File: config.mk
export PLATFORM = sky130hd
export DESIGN_NAME = kronos_wb_lsu
export DESIGN_NICKNAME = d
export VERILOG_FILES = /design/src/rtl/kronos_wb_lsu.sv
export SDC_FILE = /design/constraint.sdc
export NUM_CORES = 1
export LEC_CHECK = 0
export ABC_AREA = 1
export BUFFER_PORTS_ARGS = -buffer_cell sky130_fd_sc_hd__buf_2
export CELL_PAD_IN_SITES_DETAIL_PLACEMENT = 1
export CELL_PAD_IN_SITES_GLOBAL_PLACEMENT = 1
export CORE_ASPECT_RATIO = 0.9
export CORE_MARGIN = 10
export CORE_UTILIZATION = 38
export DETAILED_ROUTE_END_ITERATION = 10
export MAX_ROUTING_LAYER = met4
export PLACE_DENSITY = 0.92
export SLEW_MARGIN = 20
export SYNTH_ARGS = -nofsm -noshare
export SYNTH_HDL_FRONTEND = slang
export SYNTH_SLANG_ARGS = --single-unit
File: constraint.sdc
create_clock -name clk -period 8.9 [get_ports clk]
set_clock_uncertainty 0.05 [all_clocks]
set_input_delay 1.335 -clock clk [delete_from_list [all_inputs] [get_ports clk]]
set_output_delay 1.335 -clock clk [all_outputs]
set_load 0.02 [all_outputs]
File: src/rtl/kronos_wb_lsu.sv
// kronos_wb_lsu: write-back / load-store stage. This stage retires one instruction at a time.
// ALU results are written back on the cycle after they are accepted. Aligned loads and stores
// run a request/acknowledge data-bus transaction. Misaligned accesses are flagged and dropped.
module kronos_wb_lsu #(
    parameter int BUS_AW = 32
) (
    input  logic              clk,
    input  logic              rst,
    input  logic              execute_vld,
    output logic              execute_rdy,
    input  logic [31:0]       result1,
    input  logic [31:0]       result2,
    input  logic [4:0]        rd,
    input  logic              rd_write,
    input  logic              ld,
    input  logic              st,
    input  logic [1:0]        data_size,
    input  logic              data_uns,
    output logic [31:0]       regwr_data,
    output logic [4:0]        regwr_sel,
    output logic              regwr_en,
    output logic [BUS_AW-1:0] data_addr,
    output logic [31:0]       data_wr_data,
    output logic [3:0]        data_mask,
    output logic              data_wr_en,
    output logic              data_req,
    input  logic              data_ack,
    input  logic [31:0]       data_rd_data,
    output logic              ld_misaligned,
    output logic              st_misaligned
);

    typedef enum logic [1:0] {IDLE, BUS, DONE} state_t;

    state_t             state_q, state_d;
    logic [31:0]        regwr_data_q, regwr_data_d;
    logic [4:0]         regwr_sel_q, regwr_sel_d;
    logic               regwr_en_q, regwr_en_d;
    logic [BUS_AW-1:0]  data_addr_q, data_addr_d;
    logic [31:0]        data_wr_data_q, data_wr_data_d;
    logic [3:0]         data_mask_q, data_mask_d;
    logic               data_wr_en_q, data_wr_en_d;
    logic               ld_mis_q, ld_mis_d;
    logic               st_mis_q, st_mis_d;
    logic [1:0]         offset_q, offset_d;
    logic [1:0]         size_q, size_d;
    logic               uns_q, uns_d;
    logic [4:0]         rd_q, rd_d;

    // Pull the addressed byte/half/word out of the bus word and sign- or zero-extend it.
    function automatic logic [31:0] load_extract(input logic [31:0] rdata, input logic [1:0] off,
                                                 input logic [1:0] size, input logic uns);
        logic [31:0] sh;
        sh = rdata >> {off, 3'b000};
        case (size)
            2'b00:   load_extract = uns ? {24'b0, sh[7:0]}  : {{24{sh[7]}}, sh[7:0]};
            2'b01:   load_extract = uns ? {16'b0, sh[15:0]} : {{16{sh[15]}}, sh[15:0]};
            default: load_extract = sh;
        endcase
    endfunction

    // Byte enables for a store of the given size at the given byte offset.
    function automatic logic [3:0] store_mask(input logic [1:0] off, input logic [1:0] size);
        case (size)
            2'b00:   store_mask = 4'b0001 << off;
            2'b01:   store_mask = 4'b0011 << off;
            default: store_mask = 4'b1111;
        endcase
    endfunction

    logic is_mem;
    logic misaligned;
    assign is_mem     = ld | st;
    assign misaligned = (data_size == 2'b01 && result1[0]) ||
                        (data_size[1] && result1[1:0] != 2'b00);

    // Next-state and registered-output logic. ld wins when ld and st are both set.
    always_comb begin
        state_d        = state_q;
        regwr_data_d   = regwr_data_q;
        regwr_sel_d    = regwr_sel_q;
        regwr_en_d     = 1'b0;
        data_addr_d    = data_addr_q;
        data_wr_data_d = data_wr_data_q;
        data_mask_d    = data_mask_q;
        data_wr_en_d   = data_wr_en_q;
        ld_mis_d       = 1'b0;
        st_mis_d       = 1'b0;
        offset_d       = offset_q;
        size_d         = size_q;
        uns_d          = uns_q;
        rd_d           = rd_q;
        case (state_q)
            IDLE: begin
                if (execute_vld) begin
                    if (!is_mem) begin
                        regwr_en_d   = rd_write && (rd != 5'd0);
                        regwr_data_d = result1;
                        regwr_sel_d  = rd;
                    end else if (misaligned) begin
                        ld_mis_d = ld;
                        st_mis_d = st & ~ld;
                    end else begin
                        data_addr_d    = {result1[BUS_AW-1:2], 2'b00};
                        data_wr_en_d   = ~ld;
                        data_mask_d    = ld ? 4'b1111 : store_mask(result1[1:0], data_size);
                        data_wr_data_d = result2 << {result1[1:0], 3'b000};
                        offset_d       = result1[1:0];
                        size_d         = data_size;
                        uns_d          = data_uns;
                        rd_d           = rd;
                        state_d        = BUS;
                    end
                end
            end
            BUS: begin
                if (data_ack) begin
                    state_d = DONE;
                    if (!data_wr_en_q) begin
                        regwr_en_d   = (rd_q != 5'd0);
                        regwr_data_d = load_extract(data_rd_data, offset_q, size_q, uns_q);
                        regwr_sel_d  = rd_q;
                    end
                end
            end
            default: state_d = IDLE;
        endcase
    end

    // State and output registers; reset clears everything so an in-flight access is abandoned.
    always_ff @(posedge clk or posedge rst) begin
        if (rst) begin
            state_q        <= IDLE;
            regwr_data_q   <= '0;
            regwr_sel_q    <= '0;
            regwr_en_q     <= 1'b0;
            data_addr_q    <= '0;
            data_wr_data_q <= '0;
            data_mask_q    <= '0;
            data_wr_en_q   <= 1'b0;
            ld_mis_q       <= 1'b0;
            st_mis_q       <= 1'b0;
            offset_q       <= '0;
            size_q         <= '0;
            uns_q          <= 1'b0;
            rd_q           <= '0;
        end else begin
            state_q        <= state_d;
            regwr_data_q   <= regwr_data_d;
            regwr_sel_q    <= regwr_sel_d;
            regwr_en_q     <= regwr_en_d;
            data_addr_q    <= data_addr_d;
            data_wr_data_q <= data_wr_data_d;
            data_mask_q    <= data_mask_d;
            data_wr_en_q   <= data_wr_en_d;
            ld_mis_q       <= ld_mis_d;
            st_mis_q       <= st_mis_d;
            offset_q       <= offset_d;
            size_q         <= size_d;
            uns_q          <= uns_d;
            rd_q           <= rd_d;
        end
    end

    assign execute_rdy   = (state_q == IDLE);
    assign data_req      = (state_q == BUS);
    assign regwr_data    = regwr_data_q;
    assign regwr_sel     = regwr_sel_q;
    assign regwr_en      = regwr_en_q;
    assign data_addr     = data_addr_q;
    assign data_wr_data  = data_wr_data_q;
    assign data_mask     = data_mask_q;
    assign data_wr_en    = data_wr_en_q;
    assign ld_misaligned = ld_mis_q;
    assign st_misaligned = st_mis_q;

endmodule

# Yosys cells after proc, flatten, opt, wreduce, memory -nomap -nowiden
# Cells that the tools add are included.
# totals
ff_bits,119
in_bits,111
out_inout_bits,111
elab_cells,78
# op_classes
eq_ne,9
shifts,4
muxes,33
bitwise,4
reduce_logical,14
# op_table
operator,n
32-bit two-way mux,6
32-bit one-hot mux with 2 select lines,2
32-bit by 5-bit << shifter with 32-bit output,1
32-bit by 5-bit right shift with 32-bit output,1
5-bit two-way mux,4
1-bit two-way mux,12
5-bit one-hot mux with 2 select lines,1
5-bit nonzero test,2
2-bit two-way mux,4
"2-bit inequality test, second input constant",4
4-bit one-hot mux with 2 select lines,1
4-bit AND reduction,2
"2-bit by 1-bit == test with 1-bit output, second input constant",3
2-bit zero test,3
5-bit AND reduction,1
4-bit two-way mux,1
"2-bit by 1-bit inequality test with 1-bit output, second input constant",2
2-bit one-hot mux with 2 select lines,1
2-bit nonzero test,2
"1-bit by 2-bit << shifter with 4-bit output, first input constant",1
"2-bit by 2-bit << shifter with 4-bit output, first input constant",1
1-bit logical AND,3
1-bit NOT,2
1-bit one-hot mux with 2 select lines,1
other kinds (3),3

# Logic depth before layout (Yosys ltp)
# depth
depth_word,7
mapped_depth,10
depth_no_buf,9

# Worst setup path before layout
# No wires, ideal clock.
# synth_path
path_type,input to register
start,input port result1[0]
end,register data_mask_q[1] (netlist: data_mask[1])
setup_ns,0.116
arrival_time_ns,2.265
t_required_ns,8.734
setup_slack_ns,6.469
stages,8
n_path_buf,3
path_cell_list,buf_4 nand3_1 a21oi_4 nor3_2 buf_4 buf_4 nand2_1 nand2_1
# synth_between
elab_chain_cells,5
word_cells_on_any_way,10
classes_between,shift (2); mux (2); bitwise (1); reduce/logical (5)
# synth_lines
item,line,rtl
start: declaration,11,"input logic [31:0] result1,"
"parallel branches: the longest is 5 deep, another holds 2-bit by 2-bit << shifter with 4-bit output",--,
end signal: assignment,154,data_mask_q <= data_mask_d;
end: declaration,41,"logic [3:0] data_mask_q, data_mask_d;"
# Parallel ways; which one is timed is not known.
# A chain may end at the register's enable or synchronous reset.

# Worst setup path after layout
# layout_path
start,register state_q[1]
end,output port data_req
# layout_between
elab_chain_cells,1
# layout_lines
item,line,rtl
start: declaration,35,"state_t state_q, state_d;"
start signal: assignment,148,state_q <= state_d;
2-bit by 1-bit == test with 1-bit output,166,assign data_req = (state_q == BUS);
end: declaration,26,"output logic data_req,"
# No other way between the ends.

==> summary.md <==
| Metric | Value |
|---|---|
| GR Util All Layers | 23.0% |
| Max-Cap Viols | 0 |
| First-pass GRT wire length | 39000 um |
| # setup viols final | 0 |
| Critical Path AT | 2.34 ns |
| Vias per cell | 5.20 |
| Cells after Synth | 877 |
| Place WS | 5.14 ns |
| H-tree depth | 4 |
| Die height | 142 um |
| Post-synth EDFFs | 0 |
| Prevailing post-synth register cell | dfrtp_1 |
| 1st-iter DRT viols | 485 |
| Net Switching | 1.05 mW |
| Worst VDD drop | 0.000154 V |
| Most frequent cells in the layout | nand2_1, buf_2, dfrtp_1, nor2_1, nand3_1 |
| Worst skew pair latency | 0.42 ns |
| TritonCTS Buffers | 17 |
| Max-slew violations | 0 |
| Layout cells sized above 1 | 25.3% |
| Die area | 22000 um2 |
| Comb power frac | 36.8% |
| Status | completed |
| Reg area | 2980 um2 |
| Die width | 155 um |
| CP Data Required Time | 7.52 ns |
| RSZ-0062 raised after global routing | no |
| Static Leak | 4.47 nW |
| # fillers | 2136 |
| Post-CTS sizing | 0 |
| Starting Density | 38.8% |
| Mapped Area | 6260 um2 |
| Clock transition at the registers of the reported paths | 0.06 ns |
| Worst Tran Pin Value | 1.05 ns |
| Crit Path Max Fanout | 48 |
| Register area share after synthesis | 47.6% |
| Multi-input gate area | 2860 um2 |
| TNS Setup | 0 ns |
| Final worst-path cycle share | 41.8% |
| Crit path capture type | output pin |
| Via count | 6700 |
| Yosys top cell area share | 47.6% |
| P per Cell Area | 317 nW/um2 |
| Avg Inst Size Synth | 7.14 um2 |
| Nets@finish | 1175 |
| Syn-to-layout area delta | 28.1% |
| Clock Tree Buf Depth | 2 |
| Post-layout min period | 3.72 ns |
| Vias in the first global route | 7033 |
| Drt drc | 0 |
| Ys async rst share | 100% |
| Switching Share | 41.4% |
| Port Buffer Count | 219 |
| TritonCTS clock tree | built |
| Final setup margin | 5.18 ns |
| FF+latch count, synth | 119 |
| Sequential Power Share | 33.6% |
| Fmax | 0.269 GHz |
| Routed WL per cell | 19.6 um |
| HP Class | reg2reg |
| Clock Sinks | 119 |
| Root buf cell | clkbuf_16 |
| Top post-synthesis cells by area | dfrtp_1, nand2_1, nand3_1, nor2_1, o21ai_0 |
| Clock Power Share | 29.6% |
| Commonest non-fill, non-tap cell in the layout | nand2_1 |
| Initial antenna violation count | 5 |
| WS Path Type | reg2out |
| DP HPWL | 17600 um |
| Area leader, netlist | dfrtp_1 |
| Drt pass-1 iters | 5 |
| Core box area | 16100 um2 |
| Hold Violations, Final | 0 |
| GRT overflow | 0 |
| Gpl congestion | 0.895 |
| Startpoint types | register |
| Unique cell type count in the Yosys netlist | 30 |
| Largest net degree at the start of global routing | 91 |
| Synth warn | 0 |
| Routed wire length | 25200 um |
| Post-CTS setup buffers | 0 |
| DRT antenna net count | 0 |
| CTS Hold Bufs | 0 |
| Core Rows | 44 |
| P_int | 1.49 mW |
| # IOs | 222 |
| Max_slew headroom | 29.9% |
cell type report:
class / count / share of cell area (%)
tap: 207 / 3.23
timing repair buffer: 222 / 14.1
sequential: 119 / 37.1
antenna: 5 / 0.156
inverter: 41 / 1.95
clock inverter: 12 / 2.20
clock buffer: 19 / 5.65
multi-input combinational: 663 / 35.6
power by group through the flow:
stage / Combinational, mW / Clock (mW) / Sequential (mW)
6_report: 0.934 / 0.751 / 0.853
5_1_grt: 1.03 / 0.784 / 0.876
4_1_cts: 0.942 / 0.761 / 0.853
3_5_place_dp: 0.929 / 0 / 0.855
3_3_place_gp: 0.905 / 0 / 0.848
2_1_floorplan: 0.386 / 0 / 1.04
worst paths after layout:
| kind | start | endpoint | slack, ns | depth (start not counted) |
|---|---|---|---|---|
| worst max-delay path | state_q[1]$_DFFE_PP0P_ | data_req | 5.18 | 4 |
| worst min-delay path | regwr_data[31]$_DFFE_PP0P_ | regwr_data[31]$_DFFE_PP0P_ | 0.42 | 2 |
| worst max register to register | offset_q[0]$_DFFE_PP0P_ | regwr_data[10]$_DFFE_PP0P_ | 6.08 | 9 |
| worst min register to register | regwr_data[31]$_DFFE_PP0P_ | regwr_data[31]$_DFFE_PP0P_ | 0.42 | 2 |
| max in group asynchronous | rst | data_wr_data[11]$_DFFE_PP0P_ | 6.76 | 3 |
| min in group asynchronous | rst | data_addr[3]$_DFFE_PP0P_ | 0.90 | 2 |
cell families (layout without fill, tap and decap cells):
| logic type | after synthesis | after routing | synth area share (%) |
|---|---|---|---|
| AO/OA/AOI/OAI | 95 | 95 | 8.69 |
| buffers and inverters | 96 | 294 | 7.01 |
| flip-flops | 119 | 119 | 47.6 |
| other | 1 | 7 | 0.0599 |
| AND/OR/NAND/NOR | 566 | 566 | 36.7 |
synth_stat cells, types with 2 or more instances:
| cell type | instances |
|---|---|
| o21ai_1 | 17 |
| buf_2 | 26 |
| nor2_1 | 68 |
| dfrtp_1 | 119 |
| nor2_2 | 2 |
| clkbuf_1 | 15 |
| a21oi_1 | 15 |
| clkinv_1 | 2 |
| buf_4 | 12 |
| o211ai_1 | 21 |
| nand3_1 | 65 |
| nand2_4 | 2 |
| inv_1 | 33 |
| nor2_4 | 2 |
| nand4_1 | 9 |
| nor3_1 | 3 |
| inv_2 | 6 |
| o21ai_0 | 39 |
| nand2_1 | 410 |
worst max-delay path, cell delays in order, from the launching register on:
cell     delay [ns]
dfrtp_1        0.44
inv_1          0.09
nand2_2        0.27
inv_2          0.77
buf_2          0.31
per-layer routing:
| layer | track usage [%] | wire [um] |
|---|---|---|
| met1 | 28.7 | 10900 |
| met2 | 36.1 | 12300 |
| met3 | 5.71 | 1590 |
| met4 | 7.58 | 429 |
| met5 | - | 0 |
registers in the layout (all words and copies together), names as in the netlist, 2 cells and up:
name	count
data_addr	30
data_mask	4
data_wr_data	32
offset_q	2
rd_q	5
regwr_data	32
regwr_sel	5
size_q	2
state_q	2
stage by stage:
step / hold WS, ns / total power, mW / instances / utilization, % / instance area, um2
2_1_floorplan: 0.409 / 1.42 / 878 / - / 6270
3_3_place_gp: 0.408 / 1.75 / 1251 / 45.6 / 7360
3_5_place_dp: 0.410 / 1.78 / 1251 / 45.6 / 7360
4_1_cts: 0.427 / 2.56 / 1282 / 49.5 / 7990
5_1_grt: 0.451 / 2.69 / 1288 / 49.7 / 8020
6_report: 0.423 / 2.54 / 1288 / 49.7 / 8020
(Power assumes the default switching activity.)
